## src/rtl/vpu_operand_fetch_unit_pkg.sv

```systemverilog
// Shared definitions for the vector operand fetch path: slice geometry,
// SRAM address split, FSM state encoding and address helper functions
// that the write-back stage also uses.
package vpu_operand_fetch_unit_pkg;

  localparam int OPERAND_WIDTH       = 16;
  localparam int VLANE_CNT           = 4;
  localparam int ROW_W               = 512;
  localparam int SRAM_BANK_CNT_LG2   = 2;
  localparam int SRAM_BANK_DEPTH_LG2 = 10;

  localparam int ADDR_W       = SRAM_BANK_CNT_LG2 + SRAM_BANK_DEPTH_LG2;
  localparam int SLICE_W      = OPERAND_WIDTH * VLANE_CNT;
  localparam int EXEC_CNT     = ROW_W / SLICE_W;
  localparam int EXEC_CNT_LG2 = (EXEC_CNT > 1) ? $clog2(EXEC_CNT) : 1;

  typedef enum logic [2:0] {
    S_IDLE,
    S_RD_REQ,
    S_RD_WAIT,
    S_ISSUE,
    S_DONE
  } fetch_state_e;

  // Bank select lives in the address MSBs.
  function automatic logic [SRAM_BANK_CNT_LG2-1:0] get_bank_id(input logic [ADDR_W-1:0] addr);
    return addr[ADDR_W-1 -: SRAM_BANK_CNT_LG2];
  endfunction

  // Row within the bank lives in the address LSBs.
  function automatic logic [SRAM_BANK_DEPTH_LG2-1:0] get_raddr(input logic [ADDR_W-1:0] addr);
    return addr[SRAM_BANK_DEPTH_LG2-1:0];
  endfunction

endpackage

```

## src/rtl/vpu_row_unpacker.sv

```systemverilog
// Holds one SRAM row and streams it out as EXEC_CNT slices, lowest first,
// over a valid/ready handshake. Slice data and last flag are registered.
module vpu_row_unpacker
  import vpu_operand_fetch_unit_pkg::*;
(
  input  logic               clk,
  input  logic               rst_n,
  input  logic               load,
  input  logic               start,
  input  logic [ROW_W-1:0]   rdata,
  input  logic               op_ready_i,
  output logic               op_valid_o,
  output logic [SLICE_W-1:0] op_data_o,
  output logic               op_last_o,
  output logic               last_xfer_o
);

  logic [ROW_W-1:0]        row_q;
  logic [EXEC_CNT_LG2-1:0] ptr_q;
  logic [EXEC_CNT_LG2-1:0] ptr_nxt;
  logic                    xfer;

  assign xfer        = op_valid_o & op_ready_i;
  assign last_xfer_o = xfer & op_last_o;
  assign ptr_nxt     = ptr_q + 1'b1;

  // Row buffer, slice pointer and the registered slice handshake.
  always_ff @(posedge clk) begin
    // NOTE: the row buffer is plain flops, not a RAM macro, so clearing it
    // in reset costs nothing structural and keeps op_data_o clean after reset.
    if (!rst_n) begin
      row_q      <= '0;
      ptr_q      <= '0;
      op_valid_o <= 1'b0;
      op_data_o  <= '0;
      op_last_o  <= 1'b0;
    end else begin
      if (load) begin
        row_q     <= rdata;
        ptr_q     <= '0;
        op_data_o <= rdata[SLICE_W-1:0];
        op_last_o <= (EXEC_CNT == 1);
      end else if (xfer) begin
        if (op_last_o) begin
          ptr_q     <= '0;
          op_data_o <= '0;
          op_last_o <= 1'b0;
        end else begin
          // NOTE: non-blocking here, so every right-hand side sees the
          // pre-edge ptr_q and ptr_nxt regardless of statement order.
          ptr_q     <= ptr_nxt;
          op_data_o <= row_q[int'(ptr_nxt)*SLICE_W +: SLICE_W];
          op_last_o <= (ptr_nxt == EXEC_CNT_LG2'(EXEC_CNT-1));
        end
      end
      if (start) begin
        op_valid_o <= 1'b1;
      end else if (last_xfer_o) begin
        op_valid_o <= 1'b0;
      end
    end
  end

endmodule

```

## src/rtl/vpu_operand_fetch_unit.sv

```systemverilog
// Vector operand fetch: accepts one request, reads one SRAM row and hands it
// to vpu_row_unpacker for slice streaming to the lanes.
// Optional macro VPU_OPF_STALL_CNT_EN adds stall_cnt_o, a saturating count
// of cycles where a slice was offered but the lanes were not ready.
module vpu_operand_fetch_unit
  import vpu_operand_fetch_unit_pkg::*;
(
  input  logic                           clk,
  input  logic                           rst_n,
  input  logic                           reset_cmd_i,
  input  logic                           req_valid_i,
  input  logic [ADDR_W-1:0]              req_raddr_i,
  output logic                           req_ready_o,
  output logic                           rd_req_o,
  output logic [SRAM_BANK_CNT_LG2-1:0]   rd_rid_o,
  output logic [SRAM_BANK_DEPTH_LG2-1:0] rd_addr_o,
  input  logic                           rd_ack_i,
  input  logic                           rd_rvalid_i,
  input  logic [ROW_W-1:0]               rd_rdata_i,
  output logic                           op_valid_o,
  output logic [SLICE_W-1:0]             op_data_o,
  output logic                           op_last_o,
  input  logic                           op_ready_i,
  output logic                           fetch_done_o
`ifdef VPU_OPF_STALL_CNT_EN
  ,
  output logic [15:0]                    stall_cnt_o
`endif
);

  fetch_state_e state_q;
  logic         load;
  logic         last_xfer;
  logic         accept;

  assign accept = (state_q == S_IDLE) & req_ready_o & req_valid_i;

  // Read data is only taken while our request is being acked or awaited;
  // stale rvalid in any other state falls through untouched.
  assign load = ((state_q == S_RD_REQ) & rd_ack_i & rd_rvalid_i) |
                ((state_q == S_RD_WAIT) & rd_rvalid_i);

  // Control FSM with registered request, SRAM and done outputs.
  always_ff @(posedge clk) begin
    if (!rst_n) begin
      state_q      <= S_IDLE;
      req_ready_o  <= 1'b0;
      rd_req_o     <= 1'b0;
      rd_rid_o     <= '0;
      rd_addr_o    <= '0;
      fetch_done_o <= 1'b0;
    end else begin
      case (state_q)
        S_IDLE: begin
          if (accept) begin
            req_ready_o <= 1'b0;
            rd_req_o    <= 1'b1;
            rd_rid_o    <= get_bank_id(req_raddr_i);
            rd_addr_o   <= get_raddr(req_raddr_i);
            state_q     <= S_RD_REQ;
          end else begin
            req_ready_o <= 1'b1;
          end
        end
        S_RD_REQ: begin
          if (rd_ack_i) begin
            rd_req_o  <= 1'b0;
            rd_rid_o  <= '0;
            rd_addr_o <= '0;
            state_q   <= rd_rvalid_i ? S_ISSUE : S_RD_WAIT;
          end
        end
        S_RD_WAIT: begin
          if (rd_rvalid_i) state_q <= S_ISSUE;
        end
        S_ISSUE: begin
          if (last_xfer) begin
            fetch_done_o <= 1'b1;
            state_q      <= S_DONE;
          end
        end
        S_DONE: begin
          if (reset_cmd_i) begin
            fetch_done_o <= 1'b0;
            req_ready_o  <= 1'b1;
            state_q      <= S_IDLE;
          end
        end
        default: state_q <= S_IDLE;
      endcase
    end
  end

  vpu_row_unpacker u_unpacker (
    .clk        (clk),
    .rst_n      (rst_n),
    .load       (load),
    .start      (load),
    .rdata      (rd_rdata_i),
    .op_ready_i (op_ready_i),
    .op_valid_o (op_valid_o),
    .op_data_o  (op_data_o),
    .op_last_o  (op_last_o),
    .last_xfer_o(last_xfer)
  );

`ifdef VPU_OPF_STALL_CNT_EN
  // Saturating count of back-pressured slice cycles for the current fetch.
  always_ff @(posedge clk) begin
    if (!rst_n) begin
      stall_cnt_o <= '0;
    end else if (accept) begin
      stall_cnt_o <= '0;
    end else if (op_valid_o && !op_ready_i && (stall_cnt_o != 16'hFFFF)) begin
      stall_cnt_o <= stall_cnt_o + 16'd1;
    end
  end
`endif

endmodule
```

## config.mk

```make
export PLATFORM = sky130hd
export DESIGN_NAME = vpu_operand_fetch_unit
export DESIGN_NICKNAME = d
export VERILOG_FILES = /design/src/rtl/vpu_operand_fetch_unit_pkg.sv /design/src/rtl/vpu_row_unpacker.sv /design/src/rtl/vpu_operand_fetch_unit.sv
export SDC_FILE = /design/constraint.sdc
export NUM_CORES = 1
export LEC_CHECK = 0
export BUFFER_PORTS_ARGS = -buffer_cell sky130_fd_sc_hd__buf_2
export CAP_MARGIN = 5
export CORE_AREA = 5 5 237 239
export CTS_CLUSTER_SIZE = 30
export DETAILED_ROUTE_END_ITERATION = 10
export DIE_AREA = 0 0 242 244
export GPL_ROUTABILITY_DRIVEN = 0
export PLACE_DENSITY = 0.73
export REMOVE_ABC_BUFFERS = 1
export SLEW_MARGIN = 25
export SYNTH_ARGS = -nofsm -noshare
export SYNTH_HDL_FRONTEND = slang
export SYNTH_SLANG_ARGS = --single-unit
export TNS_END_PERCENT = 1
```

## constraint.sdc

```tcl
create_clock -name clk -period 6.5 [get_ports clk]
set_clock_uncertainty 0.05 [all_clocks]
set_input_delay 1.3 -clock clk [delete_from_list [all_inputs] [get_ports clk]]
set_output_delay 1.3 -clock clk [all_outputs]
set_load 0.02 [all_outputs]
```

==> flow_metrics.py, run 1 <==
metrics = {
    "global_route": {
        "grt_pass1_vias": 22320,
        "track_usage": 0.2506,
        "grt_antenna_before_repair": 25,
        "grt.overflow.total": 0,
        "grt_pass1_wl_um": 121200,
        "grt_start_max_net_pins": 198,
    },
    "timing": {
        "min_period_ns": 3.240,
        "setup_viol": 0,
        "grt_setup_unrepaired": "false",
        "setup_tns_ns": 0,
        "hold_viol_final": 0,
        "period_share": 0.4985,
        "drv_slew": 0,
        "fmax_ghz": 0.3086,
        "max_slew_margin": 0.2293,
        "worstMarginPinSlew_ns": 1.156,
    },
    "layout": {
        "fillCellCount": 5013,
        "nets": 4083,
        "synthToLayoutAreaGrowth_pct": 20.89,
        "fin_area_um2": 31280,
        "fin_util": 0.5836,
        "drive_gt1_frac": 0.2404,
    },
    "detailed_routing": {
        "wl_um": 79520,
        "drt_pass1_iterations": 5,
        "drcViolationCount": 0,
        "routed-via-count": 23540,
        "ant_nets": 0,
        "routed_via_density": 5.457,
        "drt-initial-drc-count": 1995,
        "wl_per_cell_um": 18.44,
    },
    "run": {
        "maxCapViolCount": 0,
    },
    "die": {
        "fp-row-count": 85,
        "start_util": 0.4828,
        "die_w_um": 242,
        "die_area_um2": 59050,
        "core_um2": 53600,
        "io-pin-count": 612,
        "die_h_um": 244,
    },
    "place": {
        "dpl_cell_area_um2": 29090,
        "port_buffers": 611,
        "dpl.hpwl_um": 52390,
    },
    "cts": {
        "clock_path_buffers": 3,
        "cts_tree": "built",
        "cts-resized-gates": 0,
        "ctsHoldBuffers": 0,
        "cts_buffers": 61,
        "cts.htree.levels": 2,
        "root_buffer": "clkbuf_16",
        "clk_pin_slew_worst_paths_ns": 0.06,
        "clkLatencyLatePin_ns": 0.61,
        "cts_sinks": 599,
        "cts_setup_buffers": 0,
    },
    "synth": {
        "ys_ff_latch": 599,
        "synthCells": 3108,
        "synth_top_area_share": 0.4634,
        "syn_area_per_cell_um2": 8.326,
        "yosysSeqAreaShare": 0.4634,
        "synth_most_common_cell": "nand2_1",
        "ys.flop_type": "dfxtp_1",
        "synth.area.top_cells": "dfxtp_1 46%, nand2_1 16%, a21oi_1 10%, mux4_2 6.6%, mux2i_1 6.0%",
        "synth.distinct_cells": 42,
        "yosys_warnings": 0,
        "yosys.area.top_type": "dfxtp_1",
        "async_flop_share": 0,
        "synth_common_cells": "1110 x nand2_1, 599 x dfxtp_1, 520 x a21oi_1",
        "synth_edf_count": 0,
        "synth_area_um2": 25880,
    },
    "critical_path": {
        "worstPathRequired_ns": 6.99,
        "cp-start-kind": "register",
        "cp.arrival_ns": 3.73,
        "cp-end-kind": "register",
        "crit_type": "reg -> reg",
        "path_max_fanout": 76,
    },
    "outcome": {
        "status": "completed",
    },
    "pwr": {
        "p_per_area_nw_per_um2": 276.0,
        "p_leak_nw": 12.16,
        "ir_worst_vdd_mv": 0.2306,
    },
    "hold_path": {
        "min_path_type": "reg -> reg",
    },
}
[logic make-up (layout without fill, tap and decap cells)]
| group | after synthesis | after routing | synth area share |
|---|---|---|---|
| buffers and inverters | 299 | 794 | 0.04888 |
| and+or+nand+nor | 1319 | 1319 | 0.2141 |
| adders and majority gates | 2 | 2 | 0.0009669 |
| DFF | 599 | 599 | 0.4634 |
| AOI/OAI and AO/OA | 631 | 631 | 0.1340 |
| muxes | 256 | 256 | 0.1370 |
| other | 0 | 14 | 0 |
| xor gates and xnor gates | 2 | 2 | 0.001693 |
[routing by layer]
layer  part of all wire  global-route usage  vias up  routed length [um]
met5             0.0016                   0        -                 124
met4              0.034             0.08996       20                2723
met3              0.084             0.06202      192                6702
met2               0.48              0.4151      874               37940
met1               0.40              0.3211    11070               32030
li1                   -                   -    11380                   -
[state kept, by name, summed over array words and instances (netlist names)]
register / cells
rd_req_o: 1
fetch_done_o: 1
req_ready_o: 1
u_unpacker.ptr_q: 3
state_q: 3
u_unpacker.op_valid_o: 1
rd_addr_o: 10
u_unpacker.row_q: 512
u_unpacker.op_data_o: 64
u_unpacker.op_last_o: 1
rd_rid_o: 2
[path summary, 6_finish.rpt]
path / startpoint / endpoint / slack [ns] / cells past startpoint
setup / recovery: u_unpacker.ptr_q[0] / u_unpacker.op_data_o[4] / 3.26 / 6
hold / removal: u_unpacker.row_q[274] / u_unpacker.row_q[274] / 0.40 / 2
setup reg to reg: u_unpacker.ptr_q[0] / u_unpacker.op_data_o[4] / 3.26 / 6
hold reg to reg: u_unpacker.row_q[274] / u_unpacker.row_q[274] / 0.40 / 2
[placed cells by master (no fill, tap or decap), drive strengths merged, types with 2 or more instances in the layout]
master,instances
a211oi,29
a21oi,520
a22oi,12
a32o,26
and2,39
and3,2
buf,646
bufinv,8
clkbuf,88
clkinv,14
clkinvlp,3
dfxtp,599
diode,14
ha,2
inv,35
mux2,26
mux2i,154
mux4,76
nand2,1110
nand2b,3
nand3,29
nand3b,53
nor2,22
nor3,3
nor3b,52
o22ai,39
[layout make-up]
cell class,instances,area [um^2],area share
multi-input combinational,2210,12670,0.4050
sequential,599,12000,0.3834
timing repair buffer,646,3421,0.1093
clock buffer,88,1800,0.05755
tap,696,870.8,0.02784
clock inverter,28,362.8,0.01160
inverter,32,127.6,0.004079
antenna,14,35.03,0.001120
[critical path, stage by stage (launching register included)]
cell      delay, ns
dfxtp_4        0.35
buf_4          0.74
buf_4          0.82
nor2b_2        0.30
buf_4          0.34
a211oi_1       0.32
a32o_1         0.20
[power by group]
part           switching (mW)  internal, mW  leakage (nW)  total (mW)
combinational           0.602         0.394          6.25       0.995
clock                    1.48          2.24          1.07        3.72
sequential             0.0869          3.83          4.85        3.92
[metrics by stage]
| step | hold slack, ns | setup WS [ns] | power, mW | cells |
|---|---|---|---|---|
| 6_report | 0.3976 | 3.260 | 8.635 | 4313 |
| 5_1_grt | 0.4137 | 3.028 | 8.957 | 4305 |
| 4_1_cts | 0.3997 | 3.198 | 8.691 | 4299 |
| 3_5_place_dp | 0.3913 | 2.984 | 4.991 | 4183 |
| 3_3_place_gp | 0.3872 | 2.976 | 4.980 | 4183 |
| 2_1_floorplan | 0.3811 | -9.011 | 4.666 | 2841 |
Note: power is estimated with default switching activity, not from simulation.
==> run 2: changes to the inputs <==
Settings changed: CORE_AREA 5 5 237 239 to default, CORE_MARGIN from default to 5, CORE_UTILIZATION from default to 49, DIE_AREA 0 0 242 244 to default, PLACE_DENSITY 0.73 to 0.77.
Clock period 6.5 ns to 2.8 ns, I/O delays scaled along.
==> run 2 against run 1 <==
  * Setup slack worse by 2.9 ns
  * Cell area is 1.6% higher
  * Sequential share of layout area is 0.61 points lower
  * Flip-flop and latch count stayed put
  * Combinational power is 140% higher
  * Maximum frequency is 36% higher
  * Die area is 2.6% lower
  * Register-to-register slack worse by 2.9 ns
  * Utilization is 2.3 points higher
  * Global-route usage is 1.0 points higher
  * Sequential power is 130% higher
  * Count of clock-buffer cells in the layout is 7 lower
  * Critical path type unchanged
==> flow_metrics.py, run 2 (synthesis gave the netlist of run 1 again) <==
metrics = {
    "global_route": {
        "grt_pass1_vias": 22510,
        "grt_start_max_net_pins": 162,
        "track_usage": 0.2606,
        "grt_antenna_before_repair": 13,
        "grt.overflow.total": 0,
        "grt_pass1_wl_um": 120500,
    },
    "place": {
        "dpl_cell_area_um2": 29650,
        "port_buffers": 611,
        "dpl.hpwl_um": 55300,
    },
    "pwr": {
        "pwr-share-seq": 0.451,
        "p_leak_nw": 12.44,
        "sw_frac_of_total": 0.2472,
        "p_sw_mw": 4.990,
        "clock_power_share": 0.430,
        "ir_worst_vdd_mv": 0.5220,
        "p_per_area_nw_per_um2": 635.0,
        "internal_power_mw": 15.20,
        "comb_power_share": 0.119,
    },
    "critical_path": {
        "crit_buf_inv": 3,
        "cp-start-kind": "register",
        "worstPathRequired_ns": 3.21,
        "path_cells": "inv_1, ha_4, buf_12, buf_12, mux4_2, mux2i_1, o22ai_1",
        "cp.arrival_ns": 2.80,
        "crit_path_max_incr_delay_ns": 0.56,
        "cp_common_cell": "buf_12",
        "critPathTopFamily": "multiplexers",
        "crit_type": "reg -> reg",
        "slowest_stage": "ha_4",
        "path_max_fanout": 29,
        "cp-end-kind": "register",
    },
    "timing": {
        "hold_viol_final": 0,
        "fmax_ghz": 0.4183,
        "worstMarginPinSlew_ns": 0.9119,
        "max_slew_margin": 0.3920,
        "setup_viol": 0,
        "grt_setup_unrepaired": "false",
        "drv_slew": 0,
        "min_period_ns": 2.390,
        "period_share": 0.8537,
    },
    "layout": {
        "regMostFlops": "u_unpacker.row_q",
        "fin_util": 0.6062,
        "reg_top3": "u_unpacker.row_q x512, u_unpacker.op_data_o x64, rd_addr_o x10",
        "final_cell_mix": "1109 x nand2_1, 611 x buf_2, 598 x dfxtp_1",
        "fillCellCount": 4576,
        "synthToLayoutAreaGrowth_pct": 22.86,
        "multi_input_area_um2": 12680,
        "largest_register_ffs": 512,
        "nets": 4117,
        "drive_gt1_frac": 0.2468,
        "final_common_cell": "nand2_1",
        "fin_area_um2": 31790,
        "final-seq-area_um2": 12000,
    },
    "hold_path": {
        "min_path_type": "in -> reg",
    },
    "cts": {
        "ctsHoldBuffers": 0,
        "cts_sinks": 599,
        "cts.htree.levels": 2,
        "cts-resized-gates": 0,
        "cts_tree": "built",
        "cts_setup_buffers": 0,
        "clkLatencyLatePin_ns": 0.60,
        "clk_pin_slew_worst_paths_ns": 0.06,
        "cts_buffers": 59,
        "root_buffer": "clkbuf_16",
        "clock_path_buffers": 3,
    },
    "die": {
        "die_w_um": 239.8,
        "die_h_um": 239.8,
        "start_util": 0.4934,
        "io-pin-count": 612,
        "fp-row-count": 84,
        "die_area_um2": 57510,
        "core_um2": 52450,
    },
    "detailed_routing": {
        "drt_pass1_iterations": 6,
        "drcViolationCount": 0,
        "wl_per_cell_um": 18.46,
        "routed-via-count": 23770,
        "drt-initial-drc-count": 2018,
        "ant_nets": 0,
        "wl_um": 79780,
        "routed_via_density": 5.502,
    },
    "run": {
        "maxCapViolCount": 0,
    },
    "outcome": {
        "status": "completed",
    },
}
==> run 2: worst reg2reg max path: cells and delay by family (launching register included) <==
family | cells | cell delay (ns)
DFF | 1 | 0.38
buffers and inverters | 3 | 0.54
muxes | 2 | 0.59
adders and majority gates | 1 | 0.56
AOI/OAI and AO/OA | 1 | 0.13
==> run 2: power by group through the flow <==
| stage | clock network, mW | registers [mW] | logic, mW |
|---|---|---|---|
| after floorplan | 0 | 9.33 | 1.50 |
| after global placement | 0 | 9.28 | 2.35 |
| after detailed placement | 0 | 9.29 | 2.39 |
| after CTS | 8.79 | 9.11 | 2.40 |
| after global routing | 9.14 | 9.14 | 2.61 |
| final | 8.67 | 9.11 | 2.40 |
==> run 2: final cells by class <==
cell class | instances | share of cell area
clock buffer | 81 | 0.05313
timing repair buffer | 682 | 0.1255
inverter | 32 | 0.004014
multi-input combinational | 2210 | 0.3987
clock inverter | 26 | 0.01397
antenna | 3 | 0.0002361
sequential | 599 | 0.3773
tap | 688 | 0.02708
==> run 2: stage by stage <==
stage / worst slack, ns / std cells / hold WS, ns / total power, mW / TNS (ns)
floorplan: -12.00 / 2841 / 0.3811 / 10.83 / -4750.03
global placement: 0.4626 / 4211 / 0.3867 / 11.64 / 0
detailed placement: 0.4430 / 4211 / 0.3923 / 11.68 / 0
CTS: 0.4192 / 4318 / 0.1028 / 20.30 / 0
global route: 0.3080 / 4319 / 0.1208 / 20.89 / 0
finish: 0.4096 / 4321 / 0.1405 / 20.19 / 0
==> run 2: path summary, 6_finish.rpt <==
check,start,to,slack [ns],cells past startpoint
worst max-delay path,u_unpacker.ptr_q[0],u_unpacker.op_data_o[38],0.41,7
worst min register to register,u_unpacker.row_q[18],u_unpacker.row_q[18],0.40,2
worst max register to register,u_unpacker.ptr_q[0],u_unpacker.op_data_o[38],0.41,7
worst min-delay path,rd_rdata_i[292],u_unpacker.row_q[292],0.14,3
==> run 2: routing by layer <==
metal / vias up / wire length (um) / track usage
li1: 11430 / - / -
met2: 957 / 37770 / 0.4335
met3: 187 / 7027 / 0.05170
met5: - / 160 / 0
met4: 22 / 2912 / 0.09649
met1: 11180 / 31910 / 0.3382
